`src/rtl/alu_exec_ctrl.sv`:
```
// alu_exec_ctrl: owns the accumulator and sequences the external 12-bit ALU one command
// at a time.
//
// Commands {op, operand} arrive over a valid/ready channel. Each command drives the ALU
// with a registered op code and bus value. After the op latency, the ALU result is written
// to AC and the zero flag is registered. AC is then returned over a valid/ready response
// channel.
//
// Ports:
//   clk, reset          clock; synchronous active-high reset
//   cmd_valid/ready     command handshake (ready only while idle)
//   cmd_op, cmd_data    op code and bus operand, sampled on handshake
//   alu_op, alu_bus     registered op code and operand presented to the ALU
//   alu_ac              accumulator value presented to the ALU (same as ac)
//   alu_result          combinational ALU result
//   ac, z_flag          accumulator and registered zero flag
//   rsp_valid/ready     response handshake
//   rsp_data, rsp_err   AC after the command; illegal-op indication
//   busy                controller not idle
module alu_exec_ctrl #(
  parameter int unsigned reg_width  = 12,
  parameter int unsigned MUL_CYCLES = 3
) (
  input  logic                 clk,
  input  logic                 reset,
  input  logic                 cmd_valid,
  output logic                 cmd_ready,
  input  logic [2:0]           cmd_op,
  input  logic [reg_width-1:0] cmd_data,
  output logic [2:0]           alu_op,
  output logic [reg_width-1:0] alu_bus,
  output logic [reg_width-1:0] alu_ac,
  input  logic [reg_width-1:0] alu_result,
  output logic [reg_width-1:0] ac,
  output logic                 z_flag,
  output logic                 rsp_valid,
  input  logic                 rsp_ready,
  output logic [reg_width-1:0] rsp_data,
  output logic                 rsp_err,
  output logic                 busy
);

  typedef enum logic [1:0] {StIdle, StExec, StResp} state_e;

  localparam logic [2:0] OpNop = 3'b000;
  localparam logic [2:0] OpSub = 3'b011;
  localparam logic [2:0] OpMul = 3'b100;
  localparam logic [2:0] OpIll = 3'b111;

  localparam int unsigned    CntW   = (MUL_CYCLES > 1) ? $clog2(MUL_CYCLES) : 1;
  // Counter holds the number of EXEC cycles remaining after the current one.
  localparam logic [CntW-1:0] MulCnt = CntW'(MUL_CYCLES - 1);

  state_e          state;
  logic [CntW-1:0] cnt;

  always_ff @(posedge clk) begin
    if (reset) begin
      state   <= StIdle;
      cnt     <= '0;
      ac      <= '0;
      z_flag  <= 1'b0;
      alu_op  <= OpNop;
      alu_bus <= '0;
      rsp_err <= 1'b0;
    end else begin
      case (state)
        StIdle: begin
          if (cmd_valid) begin
            if (cmd_op == OpNop) begin
              rsp_err <= 1'b0;
              state   <= StResp;
            end else if (cmd_op == OpIll) begin
              rsp_err <= 1'b1;
              state   <= StResp;
            end else begin
              alu_op  <= cmd_op;
              alu_bus <= cmd_data;
              cnt     <= (cmd_op == OpMul) ? MulCnt : '0;
              state   <= StExec;
            end
          end
        end
        StExec: begin
          if (cnt == '0) begin
            ac      <= alu_result;
            // Only a Sub can raise the flag; the ALU's own zero output is ignored.
            z_flag  <= (alu_op == OpSub) && (alu_result == '0);
            alu_op  <= OpNop;
            rsp_err <= 1'b0;
            state   <= StResp;
          end else begin
            cnt <= cnt - CntW'(1);
          end
        end
        StResp: begin
          if (rsp_ready) begin
            state <= StIdle;
          end
        end
        default: state <= StIdle;
      endcase
    end
  end

  assign cmd_ready = (state == StIdle);
  assign busy      = (state != StIdle);
  assign rsp_valid = (state == StResp);
  assign rsp_data  = ac;
  assign alu_ac    = ac;

endmodule
```
`config.mk`:
```
export PLATFORM = sky130hd
export DESIGN_NAME = alu_exec_ctrl
export DESIGN_NICKNAME = d
export VERILOG_FILES = /design/src/rtl/alu_exec_ctrl.sv
export SDC_FILE = /design/constraint.sdc
export NUM_CORES = 1
export LEC_CHECK = 0
export CAP_MARGIN = 20
export CORE_MARGIN = 5
export CORE_UTILIZATION = 30
export CTS_CLUSTER_DIAMETER = 120
export DETAILED_ROUTE_END_ITERATION = 7
export DONT_BUFFER_PORTS = 1
export PLACE_DENSITY = 0.47
export SLEW_MARGIN = 25
export SYNTH_ARGS = -nofsm -noshare
export SYNTH_HDL_FRONTEND = slang
export SYNTH_SLANG_ARGS = --single-unit
export TNS_END_PERCENT = 30
```
`constraint.sdc`:
```
create_clock -name clk -period 1.6 [get_ports clk]
set_input_delay 0.08 -clock clk [delete_from_list [all_inputs] [get_ports clk]]
set_output_delay 0.08 -clock clk [all_outputs]
set_load 0.05 [all_outputs]
```
==> run_results.csv, run 1 <==
group,metric,value,unit
clock_network,htree_levels,2,
worst_setup_path,crit_fanout,4,
worst_setup_path,slowest_stage,"dfxtp_1",
sta,finalHoldViolations,0,
routing,drt-wirelength-per-cell,13.8,um
sta,drv_slew,0,
routing,drc,0,
clock_network,cts_sinks,33,
placed_design,io_buffers,0,
floorplanning,core-area,0.00501,mm^2
clock_network,clock_latency,0.28,ns
sta,fin_crit,1.44,ns
final_layout,insertedDiodeCount,0,
floorplanning,chipHeight,81.3,um
logic_synthesis,synth_top_cell_by_area,"dfxtp_1",
clock_network,cts_tree,"built",
final_layout,nFillCells,525,
sta,setup_viol,0,
routing,drtPass1Iterations,4,
routing,wl,4040,um
sta,relSlewSlack,72.4,%
worst_setup_path,crit_buf_inv,1,
flow_run,drv_cap,0,
logic_synthesis,synthXorXnorAreaFrac,0,%
logic_synthesis,synthAdderAreaFrac,0.820,%
global_route,antenna_found_initial,0,
sta,tightest_slew,0.418,ns
floorplanning,die-area,0.00661,mm^2
final_layout,syn2layout_area_growth,32.2,%
floorplanning,rows,26,
final_layout,drive_gt1_share,24.7,%
logic_synthesis,yosysMostFrequentCell,"nand2_1",
floorplanning,ios,87,
worst_setup_path,cpPeakStageDelay,0.36,ns
logic_synthesis,synthCells,187,
pwr,power_leakage,0.809,nW
logic_synthesis,synth_compound_area_share,14.0,%
logic_synthesis,synthArstFlopShare,0,%
pwr,pwr_density_cell,1110,mW/mm^2
logic_synthesis,yosys-top-cells-area,"dfxtp_1 43%, buf_4 12%, nand2_1 12%, a21oi_1 7.5%, nor2_1 3.0%",
sta,fin_tns_setup,0,ns
logic_synthesis,yosysUniqueCellTypes,34,
worst_setup_path,required,1.82,ns
run_status,outcome,"complete, no violations",
routing,vias,1348,
logic_synthesis,synth_top_area_share,43.3,%
routing,drt-vias-per-instance,4.60,
logic_synthesis,yosys-top-cells-count,"48 x nand2_1, 33 x dfxtp_1, 25 x buf_4",
sta,fmax,0.694,GHz
placed_design,placed_area,0.00163,mm^2
sta,finalCritPeriodShare,90.1,%
routing,postRouteAntennaNets,0,
logic_synthesis,yosys.area_share.simple,23.6,%
logic_synthesis,ys_warn_count,0,
logic_synthesis,yosysSeqAreaShare,43.3,%
logic_synthesis,ys_seq_elements,33,
worst_setup_path,cp_cell_sequence,"inv_1 -> ha_1 -> and3b_1 -> a31oi_1 -> a22oi_1 -> nor2_1",
floorplanning,die_x,81.3,um
global_route,grt_remaining_overflow,0,
final_layout,fin_area,0.00202,mm^2
logic_synthesis,synth_top_flop_cell,"dfxtp_1",
floorplanning,start_util,30.5,%
clock_network,root_buffer,"clkbuf_8",
logic_synthesis,synth_nets,219,
global_route,grt_max_degree,34,
worst_setup_path,crit_path_start_kind,"register",
final_layout,multiInputGateArea,609,um^2
pwr,ir_worst_vdd,0.360,mV
logic_synthesis,syn_avg_cell_area,8.16,um^2
placed_design,dpl.hpwl,2900,um
logic_synthesis,synth-edff-count,0,
final_layout,nets,255,
sta,rsz0062_at_grt,"false",
clock_network,clock_path_buffers,2,
worst_setup_path,end_kind,"register",
global_route,track_usage,12.3,%
logic_synthesis,synthMuxAreaShare,0.738,%
global_route,grt_pass1_wl,6160,um
sta,holdWs,0.0117,ns
final_layout,regArea,662,um^2
sta,finClkSkew,0.00645,ns
worst_setup_path,worstPathArrival,1.66,ns
worst_setup_path,path_class,"reg2reg",
worst_setup_path,crit_family,"compound AO/OA/AOI/OAI gates",
clock_network,cts_made_buffers,5,
global_route,grt_pass1_vias,1329,
clock_network,clk_pin_slew_worst_paths,0.07,ns
routing,first_iter_violations,23,
logic_synthesis,synth_top_family_by_area,"simple AND/OR/NAND/NOR gates",
logic_synthesis,synth_area,0.00153,mm^2
placed_design,routabilityCongestion,0.711,
hold_path,min_path_type,"in2reg",
## through the flow
step | utilization (%) | total power [W] | std cells | setup WS (ns)
final | 40.3 | 0.00225 | 293 | 0.159
after global routing | 40.3 | 0.00236 | 293 | 0.00867
after detailed placement | 32.4 | 0.00157 | 257 | 0.0678
after global placement | 32.4 | 0.00155 | 257 | 0.164
after CTS | 39.8 | 0.00226 | 291 | 0.0528
after floorplan | - | 0.00150 | 187 | 0.00837
## tightest hold or removal path, stage by stage
cell     delay (ns)
nor3_1         0.03
nand4_1        0.07
a21oi_1        0.05
## final timing paths
path                               startpoint  cells past startpoint  slack [ns]   endpoint
worst min register to register          ac[1]                      2        0.45      ac[1]
worst max-delay path                   cnt[0]                      6        0.16  alu_op[2]
worst min-delay path            alu_result[1]                      3        0.01     z_flag
worst max register to register         cnt[0]                      6        0.16  alu_op[2]
## logic make-up after synthesis
kind of cell,Yosys count
AND/OR/NAND/NOR,79
buffers and inverters,39
AO/OA/AOI/OAI,34
flip-flops,33
multiplexers,1
adder cells (fa/ha/maj),1
## timing repair
item | in CTS | in global routing
setup buffers | 0 | 2
setup endpoints to repair | 0 | 2
hold endpoints to repair | 33 | 0
hold buffers | 27 | 0
resized for setup | 0 | 2
## registers in the layout (all words and copies together) (netlist names)
name     count
rsp_err      1
alu_bus     12
alu_op       3
z_flag       1
cnt          2
ac          12
state        2
## report_power, final
| part | switching, W | internal [W] |
|---|---|---|
| clock network | 0.000278 | 0.000341 |
| registers | 0.0000384 | 0.000878 |
| logic | 0.000503 | 0.000209 |
| total | 0.000820 | 0.00143 |
## layout make-up
type                       instances  share of cell area, %
sequential                        33                   32.8
inverter                           4                  0.744
timing repair buffer              64                   27.7
tap                               70                   4.34
multi-input combinational        115                   30.2
clock buffer                       7                   4.28
## placed cells by master (no fill, tap or decap), drive strengths merged, types with 2 or more instances in the layout
cell type / n
dlygate4sd3: 26
nor3b: 2
nor2: 12
dfxtp: 33
a211oi: 2
buf: 38
inv: 4
nand3: 2
a21oi: 25
nor3: 4
a22oi: 3
nand2: 50
clkbuf: 7
a31oi: 2
## per-layer routing
metal	track usage (%)	vias up	wire [um]
met5	0	-	0
met4	5.07	0	73
met3	4.21	6	403
met2	21.3	59	1970
met1	13.5	626	1590
li1	-	657	-
(Power assumes the default switching activity.)
==> run 2, diff against run 1 <==
--- a/config.mk
+++ b/config.mk
@@ -11,6 +11,7 @@
 export CTS_CLUSTER_DIAMETER = 120
 export DETAILED_ROUTE_END_ITERATION = 7
 export DONT_BUFFER_PORTS = 1
+export MAX_ROUTING_LAYER = met4
 export PLACE_DENSITY = 0.47
 export SLEW_MARGIN = 25
 export SYNTH_ARGS = -nofsm -noshare
==> run_results.csv, run 2 (synthesis results as in run 1) <==
group,metric,value,unit
global_route,grt_pass1_wl,6160,um
worst_setup_path,crit_fanout,4,
placed_design,dpl.hpwl,2900,um
pwr,pwr_density_cell,1110,mW/mm^2
clock_network,clock_path_buffers,2,
final_layout,reg_top3,"ac: 12 flops, alu_bus: 12 flops, alu_op: 3 flops",
final_layout,drive_gt1_share,24.7,%
sta,finalCritPeriodShare,91.6,%
final_layout,nets,255,
worst_setup_path,end_kind,"register",
clock_network,clock_latency,0.27,ns
floorplanning,start_util,30.5,%
sta,fin_crit,1.47,ns
hold_path,min_path_type,"in2reg",
worst_setup_path,slowest_stage,"dfxtp_1",
routing,drt-wirelength-per-cell,13.8,um
worst_setup_path,r2r_setup_slack,0.13,ns
routing,wl,4040,um
sta,finClkSkew,0.00340,ns
routing,first_iter_violations,25,
routing,vias,1354,
pwr,p_total,0.00224,W
sta,finalHoldViolations,0,
final_layout,final_common_cell,"nand2_1",
final_layout,final_cell_mix,"48 x nand2_1, 37 x buf_4, 32 x dfxtp_1",
placed_design,dp_cells,257,
final_layout,nFillCells,525,
sta,layout_setup_ws,0.134,ns
routing,drt-vias-per-instance,4.62,
clock_network,clk_pin_slew_worst_paths,0.06,ns
clock_network,cts_made_buffers,5,
placed_design,io_buffers,0,
routing,postRouteAntennaNets,0,
routing,drc,0,
sta,fmax,0.682,GHz
worst_setup_path,cpPeakStageDelay,0.36,ns
sta,relSlewSlack,72.4,%
floorplanning,rows,26,
sta,setup_viol,0,
global_route,grt_remaining_overflow,0,
sta,drv_slew,0,
placed_design,post-place-ws,0.0678,ns
clock_network,root_buffer,"clkbuf_8",
final_layout,final_util,40.3,%
hold_path,worstHoldStart,"alu_result[1]",
clock_network,cts_tree,"built",
sta,tightest_slew,0.418,ns
floorplanning,die_x,81.3,um
floorplanning,core-area,0.00501,mm^2
floorplanning,die-area,0.00661,mm^2
sta,rsz0062_at_grt,"false",
placed_design,routabilityCongestion,0.719,
run_status,outcome,"complete, no violations",
routing,drtPass1Iterations,4,
worst_setup_path,cp_cell_sequence,"inv_1 -> ha_1 -> and3b_1 -> a31oi_1 -> a22oi_1 -> nor2_1",
final_layout,syn2layout_area_growth,32.2,%
global_route,grt_max_degree,34,
global_route,track_usage,12.6,%
sta,fin_tns_setup,0,ns
clock_network,cts_sinks,33,
global_route,grt_pass1_vias,1327,
pwr,power_leakage,0.809,nW
worst_setup_path,cp-startpoint,"cnt[0]",
worst_setup_path,required,1.82,ns
global_route,antenna_found_initial,0,
floorplanning,ios,87,
worst_setup_path,r2r_start,"cnt[0]",
final_layout,insertedDiodeCount,0,
pwr,ir_worst_vdd,0.357,mV
worst_setup_path,crit_path_start_kind,"register",
final_layout,finalNonFillerCells,293,
worst_setup_path,worstPathArrival,1.68,ns
floorplanning,chipHeight,81.3,um
flow_run,drv_cap,0,
clock_network,htree_levels,2,
worst_setup_path,path_class,"reg2reg",
-- run 2: cell counts in the layout (fill, tap and decap cells not counted) --
Identical to the previous run, type by type.
-- run 2: per-layer routing --
metal  share of wire [%]  track usage [%]  vias up
met2                  49             21.3       57
met3                 9.7             3.88        6
li1                    -                -      657
met4                 1.8             5.07        0
met5                   0                -        -
met1                  40             13.7      634
-- run 2: repair_timing --
| action | CTS | global route |
|---|---|---|
| gates resized for setup | 0 | 2 |
| hold endpoints to repair | 33 | 0 |
| setup buffers | 0 | 2 |
| endpoints found under the setup margin | 0 | 2 |
| hold buffers | 27 | 0 |
-- run 2: worst paths after layout --
check / depth (start not counted) / endpoint
worst max register to register: 6 / alu_op[1]
worst max-delay path: 6 / alu_op[1]
worst min-delay path: 3 / z_flag
worst min register to register: 2 / ac[1]
-- run 2: critical path: cells and delay by family, from the launching register on --
| family | cells | cell delay, ns |
|---|---|---|
| flops | 1 | 0.36 |
| compound gates | 2 | 0.41 |
| fa+ha+maj | 1 | 0.25 |
| simple gates | 2 | 0.35 |
| buf+inv | 1 | 0.06 |
-- run 2: report_power, final --
| group | switching [W] | internal [W] |
|---|---|---|
| Combinational | 0.000503 | 0.000209 |
| Clock | 0.000275 | 0.000341 |
| Sequential | 0.0000383 | 0.000878 |
-- run 2: final cells by class --
type,count,area [um^2],area share (%)
flip-flops and latches,33,662,32.8
well taps,70,87.6,4.34
inverters,4,15.0,0.744
repair buffers,64,558,27.7
multi-input cells,115,609,30.2
clock buffers,7,86.3,4.28
-- run 2: metrics by stage --
stage / instance area (um^2) / hold WS (ns)
6_report: 2020 / 0.0112
4_1_cts: 1990 / 0.000908
3_3_place_gp: 1630 / 0.149
3_5_place_dp: 1630 / 0.151
5_1_grt: 2020 / 0.0134
2_1_floorplan: 1530 / 0.207
